File: config.mk
export PLATFORM = sky130hd
export DESIGN_NAME = lsu
export DESIGN_NICKNAME = d
export VERILOG_FILES = /design/src/rtl/lsu.sv
export SDC_FILE = /design/constraint.sdc
export NUM_CORES = 1
export LEC_CHECK = 0
export ABC_CLOCK_PERIOD_IN_PS = 4300
export CAP_MARGIN = 20
export CORE_UTILIZATION = 34
export DETAILED_ROUTE_END_ITERATION = 12
export GPL_ROUTABILITY_DRIVEN = 0
export GPL_TIMING_DRIVEN = 0
export PLACE_DENSITY = 0.66
export SYNTH_ARGS = -nofsm -noshare
export SYNTH_HDL_FRONTEND = slang
export SYNTH_SLANG_ARGS = --single-unit
File: constraint.sdc
create_clock -name clk -period 4.3 [get_ports clk]
set_input_delay 0.86 -clock clk [delete_from_list [all_inputs] [get_ports clk]]
set_output_delay 0.86 -clock clk [all_outputs]
set_load 0.01 [all_outputs]
File: src/rtl/lsu.sv
`default_nettype none
// ============================================================================
// Module   : lsu
// Purpose  : Memory-stage load/store unit. Runs one req/gnt/rvalid bus
//            transaction per access and returns extended load data.
// Revision : 1.0 - initial release
// ============================================================================
module lsu #(
    parameter int XLEN = 32
) (
    input  logic            clk,
    input  logic            rst,
    input  logic            lsu_valid_i,
    input  logic            is_store_i,
    input  logic [2:0]      funct3_i,
    input  logic [XLEN-1:0] addr_i,
    input  logic [XLEN-1:0] wdata_i,
    input  logic            flush_i,
    output logic            stall_o,
    output logic            done_o,
    output logic [XLEN-1:0] mem_rdata_o,
    output logic            misalign_o,
    output logic            fault_o,
    output logic            dbus_req_o,
    output logic            dbus_we_o,
    output logic [XLEN-1:0] dbus_addr_o,
    output logic [3:0]      dbus_be_o,
    output logic [XLEN-1:0] dbus_wdata_o,
    input  logic            dbus_gnt_i,
    input  logic            dbus_rvalid_i,
    input  logic            dbus_err_i,
    input  logic [XLEN-1:0] dbus_rdata_i
);

    typedef enum logic [2:0] {
        IDLE  = 3'd0,
        REQ   = 3'd1,
        WAIT  = 3'd2,
        DRAIN = 3'd3,
        RESP  = 3'd4
    } state_t;

    state_t          r_state;
    state_t          w_next;
    logic [1:0]      r_off;
    logic [2:0]      r_funct3;
    logic            r_fault;

    logic            w_size_h;
    logic            w_size_w;
    logic            w_misalign;
    logic            w_accept;
    logic            w_capture;
    logic [3:0]      w_be;
    logic [XLEN-1:0] w_wdata;
    logic [XLEN-1:0] w_lane;
    logic [XLEN-1:0] w_load;

    assign w_size_h   = (funct3_i[1:0] == 2'b01);
    assign w_size_w   = funct3_i[1];
    assign w_misalign = lsu_valid_i & ((w_size_h & addr_i[0]) | (w_size_w & (|addr_i[1:0])));
    assign w_accept   = (r_state == IDLE) & lsu_valid_i & ~w_misalign & ~flush_i;
    assign w_capture  = (r_state == WAIT) & dbus_rvalid_i & ~flush_i;

    assign misalign_o = w_misalign & (r_state == IDLE);
    assign stall_o    = w_accept | (r_state == REQ) | (r_state == WAIT) | (r_state == DRAIN);
    assign dbus_req_o = (r_state == REQ);
    assign done_o     = (r_state == RESP);
    assign fault_o    = (r_state == RESP) & r_fault;

    // Lane placement for the outgoing access
    always_comb begin
        w_be    = 4'b1111;
        w_wdata = wdata_i;
        case (funct3_i[1:0])
            2'b00: begin
                w_be    = 4'b0001 << addr_i[1:0];
                w_wdata = {4{wdata_i[7:0]}};
            end
            2'b01: begin
                w_be    = 4'b0011 << addr_i[1:0];
                w_wdata = {2{wdata_i[15:0]}};
            end
            default: begin
                w_be    = 4'b1111;
                w_wdata = wdata_i;
            end
        endcase
    end

    assign w_lane = dbus_rdata_i >> {r_off, 3'b000};

    always_comb begin
        w_load = w_lane;
        case (r_funct3)
            3'b000:  w_load = {{24{w_lane[7]}}, w_lane[7:0]};
            3'b001:  w_load = {{16{w_lane[15]}}, w_lane[15:0]};
            3'b100:  w_load = {24'd0, w_lane[7:0]};
            3'b101:  w_load = {16'd0, w_lane[15:0]};
            default: w_load = w_lane;
        endcase
    end

    always_comb begin
        w_next = r_state;
        case (r_state)
            IDLE:  if (w_accept) w_next = REQ;
            REQ: begin
                if (dbus_gnt_i)   w_next = flush_i ? DRAIN : WAIT;
                else if (flush_i) w_next = IDLE;
            end
            WAIT: begin
                if (dbus_rvalid_i) w_next = flush_i ? IDLE : RESP;
                else if (flush_i)  w_next = DRAIN;
            end
            DRAIN: if (dbus_rvalid_i) w_next = IDLE;
            RESP:  w_next = IDLE;
            default: w_next = IDLE;
        endcase
    end

    always_ff @(posedge clk or posedge rst) begin
        if (rst) r_state <= IDLE;
        else     r_state <= w_next;
    end

    always_ff @(posedge clk or posedge rst) begin
        if (rst) begin
            dbus_we_o    <= 1'b0;
            dbus_addr_o  <= '0;
            dbus_be_o    <= 4'd0;
            dbus_wdata_o <= '0;
            mem_rdata_o  <= '0;
            r_off        <= 2'd0;
            r_funct3     <= 3'd0;
            r_fault      <= 1'b0;
        end else begin
            if (w_accept) begin
                dbus_we_o    <= is_store_i;
                dbus_addr_o  <= {addr_i[XLEN-1:2], 2'b00};
                dbus_be_o    <= w_be;
                dbus_wdata_o <= w_wdata;
                r_off        <= addr_i[1:0];
                r_funct3     <= funct3_i;
            end
            if (w_capture) begin
                r_fault <= dbus_err_i;
                // Stores keep the previous load result visible to write-back
                if (!dbus_we_o)
                    mem_rdata_o <= dbus_err_i ? '0 : w_load;
            end
        end
    end

endmodule
`default_nettype wire

* Word level (Yosys, flattened, before mapping)
Cells that the tools add are included.
Word-level totals: word-level logic and storage cells 60, register bits after elaboration 108, output and inout port bits 106
Operators by class: muxes and demuxes 13, shift-type cells 3, reduce and logical (&&, ||, !) cells 6, eq/ne operators 12, bitwise logic cells 17
Operators by type and width (number):
- 32-bit case mux with 4 select lines | 1
- 32-bit case mux with 2 select lines | 1
- 32-bit 2-to-1 mux | 1
- 32-bit by 5-bit >> shifter with 32-bit output | 1
- 3-bit 2-to-1 mux | 7
- 3-bit case mux with 4 select lines | 1
- 1-bit bitwise AND | 10
- 3-bit == test (second input constant) | 3
- 4-bit case mux with 2 select lines | 1
- 3-bit by 1-bit == test with 1-bit output (second input constant) | 2
- 3-bit by 2-bit == test with 1-bit output (second input constant) | 2
- 3-bit logical NOT | 2
- 2-bit inequality test (second input constant) | 2
- 1-bit OR | 4
- 4-bit AND reduction | 1
- 1-bit by 2-bit left shift with 4-bit output (first input constant) | 1
- 2-bit by 2-bit left shift with 4-bit output (first input constant) | 1
- 3-bit by 2-bit inequality test with 1-bit output (second input constant) | 1
- 3-bit inequality test (second input constant) | 1
- 1-bit inverter | 3
- 2-bit by 1-bit == test with 1-bit output (second input constant) | 1
- 2-bit logical NOT | 1
- 2-bit AND reduction | 1
- 2-bit OR reduction | 1
- 1-bit 2-to-1 mux | 1

* Longest topological paths before layout
word-level depth 10, mapped depth 7

* Worst setup path after synthesis
No wires, ideal clock.
kind input port to output port, from input port addr_i[0], to output port stall_o, slack 1.384 ns, arrival time 2.056 ns, cell stages on the path 6, path buffers 3, cell sequence clkbuf_1 > a21oi_1 > o211ai_1 > buf_2 > buf_2 > o21ai_0
Between the ends: word-level cells in the longest chain between the ends 10, elaborated cells on any way between the ends 11, classes of those cells bitwise: 10; reduce/logical: 1
Ends and longest elaborated chain:
- start, declared | line 16 | input logic [XLEN-1:0] addr_i,
- 2-bit OR reduction | line 61 | assign w_misalign = lsu_valid_i & ((w_size_h & addr_i[0]) | (w_size_w & (|addr_i[1:0])));
- 1-bit bitwise AND | line 61
- 1-bit OR (*) | line 61
- 1-bit bitwise AND (*) | line 61
- 1-bit inverter (*) | line 62 | assign w_accept = (r_state == IDLE) & lsu_valid_i & ~w_misalign & ~flush_i;
- 1-bit bitwise AND (*) (2 in a row) | line 62
- 1-bit OR (*) (3 in a row) | line 66 | assign stall_o = w_accept | (r_state == REQ) | (r_state == WAIT) | (r_state == DRAIN);
- end, declared | line 19 | output logic stall_o,
Mark *: on every way between the ends. The rest lies on a longest branch, timed or not.

* Worst setup path in the final report
from input port addr_i[1], to output port stall_o
Between the ends: word-level cells in the longest chain between the ends 10
Ends and longest elaborated chain (line):
- 2-bit OR reduction | 61
- 1-bit bitwise AND | 61
- 1-bit OR | 61
- 1-bit bitwise AND | 61
- 1-bit inverter | 62
- 1-bit bitwise AND (2 in a row) | 62
- 1-bit OR (3 in a row) | 66
No other way between the ends.

==> run summary <==
After detailed routing, the number of remaining DRC violations is 0. The slowest cell on the critical path is sky130_fd_sc_hd__clkdlybuf4s50_1. For the insertion delay to the later sink of the worst-skew pair, the log shows 0.35 ns. The share of async-settable or async-resettable flops after synthesis is 100%, and the maximum vdd drop is 0.282 mV. Using the TritonRoute via totals, the vias-per-cell ratio works out to 5.01. The clock arrives with 0.00734 ns of skew.

The number of flops mapped to enable cells by yosys was 0. The min-delay analysis places its worst path in the category reg -> reg. The first global-routing pass estimated 26700 µm of wire. The total area inside the core boundary comes to 14600 µm². The die covers 15500 µm².

The tools report the total iterations of the first detailed-routing run as 4. The category of the worst setup path launch point is an input port. For this run, the number of Yosys warnings is 0. The reg-to-reg setup timing slack was 2.27 ns.

The pre-CTS setup slack is 0.315 ns, and the count of state elements after synthesis is 108. The logs give 16500 µm for the detailed-route wire length and 3 for the depth of the CTS H-tree. The cell sitting at the root of the clock tree is a sky130_fd_sc_hd__clkbuf_16. TritonCTS built the clock tree. Post-CTS timing repair inserted 0 buffers for setup. The number of port buffers was 208. The number of setup violations in the final report was 0; the largest net degree at the start of global routing was 62.

The floorplan step set the die width to 125 µm. The final global-route overflow total was 0; the row count was 44. The worst register-to-register path ends at mem_rdata_o[16]. The number of cells on the worst reg-to-reg path is 4. Overall power consumption after layout is estimated at 4.82 mW. In the final layout, the share of cells above drive strength 1 is 6.46%. Counting every sink on the clock net gives 108.

After the last flow step, the layout net total stands at 892. The fmax is 0.250 GHz, and the TritonCTS buffer count is 9. The tools report the startpoint of the most critical register-to-register path as r_off[1]. Clock-pin slew was measured on the worst setup and hold paths at 0.06 ns.

The area growth from synthesis to layout is 51.5%. Buffering stage count on the worst path with inverters included: 4. Walking the worst path, the cells encountered are clkdlybuf4s50_1, nor2_1, o211ai_1, buf_2, buf_2, o21ai_0, clkdlybuf4s50_1. For the post-cts resize count, the log shows 0. Worst hold path depth: 2. The cell family contributing the most delay on the critical path was buffers and inverters. The critical path is of the in -> out type. At the pin with the least slew margin, the transition time is 0.871 ns. The run gives 0 as the total count of hold-check failures in the final report. The run gives 974 as the final cell count without fillers. The final design utilization was 53.0%. Synthesis produced a netlist whose cell count is 564.

In this run the deepest clock path goes through 2 buffers. For the final number of max-transition violations, the log shows 0. The number of antenna diodes in the final layout is 0. For this design, the CTS-stage hold fixing added 0 buffers. The run gives 12600 µm as the detailed-placement wirelength estimate. On the worst path, the slowest cell contributes a delay of 0.58 ns.

For this block, the initial DRC count from the detailed router was 326. The share of the clock period used by the worst path after layout is 93.1%. Data on the critical path is required at its endpoint by 3.44 ns.

Along the worst path, the maximum fanout reaches 10. Averaged over all synthesized cells, the footprint is 9.05 µm². The routed length per instance works out to 16.9 µm.

For the final worst hold slack, the log shows 0.476 ns. Hold path startpoint: dbus_addr_o[22]. The via count of the first global-routing pass is 5034. Setup repair after global routing left no endpoint under its margin.

For the worst setup path, the data arrival time is 3.14 ns. For hold timing, the worst endpoint is dbus_addr_o[22]. For the number of nets with antenna violations after routing, the log shows 0.

Setup slack on the critical path of the routed design comes to 0.298 ns. Power spread over the standard cell area amounts to 624 nW/µm². The logs give 3.44 nW for the leakage component of the power and 0 for the max-capacitance violation count. The tightest slew margin relative to the limit is 41.8%, and the total routing resource utilization after global routing is 21.7%. Including well taps, the total number of placed cells is 958. Summing over every cut layer, the via total after detailed routing is 4877. In this run, distinct cell masters in the synthesized netlist total 42. The logs give 5110 µm² for the total standard cell area after synthesis and 52.9% for the part of the Yosys area used for sequential elements.

STA classifies the critical path endpoint as a primary output. The number of primary I/O pins was 213. The final critical path time including I/O delays and setup is 4.00 ns. The most common flop cell mapped by yosys was sky130_fd_sc_hd__dfrtp_1.

The flow ran to the end, and the final reports show no timing, DRC or antenna violations. The initial antenna violation count was 0; the effective utilization at floorplan was 35.0%. Measured along the y axis, the die boundary spans 125 µm.
-- sequential cells by signal, summed over array words and instances, names as in the netlist, 2 cells and up --
register      flops
r_funct3          3
r_off             2
dbus_addr_o      30
dbus_be_o         4
mem_rdata_o      32
r_state           3
dbus_wdata_o     32
-- routing by layer --
metal / vias up / global-route usage [%] / share of wire (%)
li1: 2338 / - / -
met1: 2330 / 27.4 / 43
met2: 188 / 35.9 / 48
met3: 21 / 6.06 / 7.3
met4: 0 / 6.59 / 1.8
met5: - / 0 / 0
-- placed cells by master, fill, tap and decap left out, types with 2 or more instances in the layout --
| master | Yosys | routed |
|---|---|---|
| sky130_fd_sc_hd__a21oi_1 | 27 | 27 |
| sky130_fd_sc_hd__a221oi_1 | 7 | 7 |
| sky130_fd_sc_hd__a32oi_1 | 3 | 3 |
| sky130_fd_sc_hd__and2_1 | 2 | 2 |
| sky130_fd_sc_hd__buf_1 | 3 | 3 |
| sky130_fd_sc_hd__buf_2 | 14 | 14 |
| sky130_fd_sc_hd__buf_4 | 4 | 4 |
| sky130_fd_sc_hd__clkbuf_1 | 19 | 21 |
| sky130_fd_sc_hd__clkbuf_16 | 0 | 9 |
| sky130_fd_sc_hd__clkbuf_8 | 0 | 2 |
| sky130_fd_sc_hd__clkdlybuf4s50_1 | 0 | 208 |
| sky130_fd_sc_hd__conb_1 | 1 | 2 |
| sky130_fd_sc_hd__dfrtp_1 | 108 | 108 |
| sky130_fd_sc_hd__inv_1 | 5 | 4 |
| sky130_fd_sc_hd__mux2_2 | 9 | 9 |
| sky130_fd_sc_hd__mux2i_1 | 32 | 32 |
| sky130_fd_sc_hd__nand2_1 | 189 | 189 |
| sky130_fd_sc_hd__nand3_1 | 18 | 18 |
| sky130_fd_sc_hd__nor2_1 | 35 | 35 |
| sky130_fd_sc_hd__nor3_1 | 4 | 4 |
| sky130_fd_sc_hd__nor3b_1 | 3 | 3 |
| sky130_fd_sc_hd__o211ai_1 | 3 | 3 |
| sky130_fd_sc_hd__o21ai_0 | 41 | 41 |
| sky130_fd_sc_hd__o311ai_0 | 8 | 8 |
| sky130_fd_sc_hd__o31ai_1 | 7 | 7 |
| sky130_fd_sc_hd__or2_2 | 2 | 2 |
| sky130_fd_sc_hd__or3_1 | 2 | 2 |
-- through the flow --
stage	TNS, ns	instance area (µm²)
after CTS	0	7730
after global routing	0	7730
final	0	7730
after floorplan	0	5110
after detailed placement	0	7450
after global placement	-110.47	7420
-- worst register-to-register path: cells and delay by family, from the launching register on --
kind,cells,cell delay [ns]
AO/OA/AOI/OAI,2,0.67
buffers and inverters,1,0.32
flip-flops,1,0.37
multiplexers,1,0.53
-- worst max-delay path by stage --
stage           startpoint              end  slack, ns  depth (start not counted)
5_1_grt          addr_i[1]          stall_o       0.15                          7
3_3_place_gp           rst  mem_rdata_o[27]      -1.03                          2
3_5_place_dp   lsu_valid_i          stall_o       0.31                          7
4_1_cts        lsu_valid_i          stall_o       0.31                          7
6_report         addr_i[1]          stall_o       0.30                          7
2_1_floorplan          rst  dbus_addr_o[10]       0.59                          1
-- cell usage after synthesis, types with 4 or more instances --
library cell                 n  area (µm²)
sky130_fd_sc_hd__mux2i_1    32         320
sky130_fd_sc_hd__a21oi_1    27         135
sky130_fd_sc_hd__inv_1       5        18.8
sky130_fd_sc_hd__o21ai_0    41         205
sky130_fd_sc_hd__dfrtp_1   108        2700
sky130_fd_sc_hd__buf_2      14        70.1
sky130_fd_sc_hd__nand2_1   189         709
sky130_fd_sc_hd__nor3_1      4        20.0
sky130_fd_sc_hd__nor2_1     35         131
sky130_fd_sc_hd__o31ai_1     7        52.6
sky130_fd_sc_hd__o311ai_0    8        70.1
sky130_fd_sc_hd__mux2_2      9         101
sky130_fd_sc_hd__a221oi_1    7        61.3
sky130_fd_sc_hd__clkbuf_1   19        71.3
sky130_fd_sc_hd__nand3_1    18        90.1
sky130_fd_sc_hd__buf_4       4        30.0
-- logic make-up after synthesis --
| family | synth area share [%] |
|---|---|
| compound gates | 12.5 |
| xor+xnor | 0.172 |
| flops | 52.9 |
| buf+inv | 3.95 |
| simple gates | 21.7 |
| other cells | 0.0734 |
| mux | 8.70 |
-- layout make-up --
type	count	area, µm²
clock buffers	13	260
well taps	184	230
repair buffers	209	2110
fillers	1356	6860
flip-flops and latches	108	2700
clock inverters	3	21.3
inverters	5	21.3
multi-input cells	412	2210
plain buffers	40	183
-- where the power goes --
| part | switching, mW | internal, mW | leakage (nW) |
|---|---|---|---|
| sequential | 0.278 | 1.48 | 1.37 |
| clock | 0.371 | 0.426 | 0.136 |
| combinational | 1.05 | 1.22 | 1.93 |
| total | 1.70 | 3.12 | 3.44 |
(Power assumes the default switching activity.)
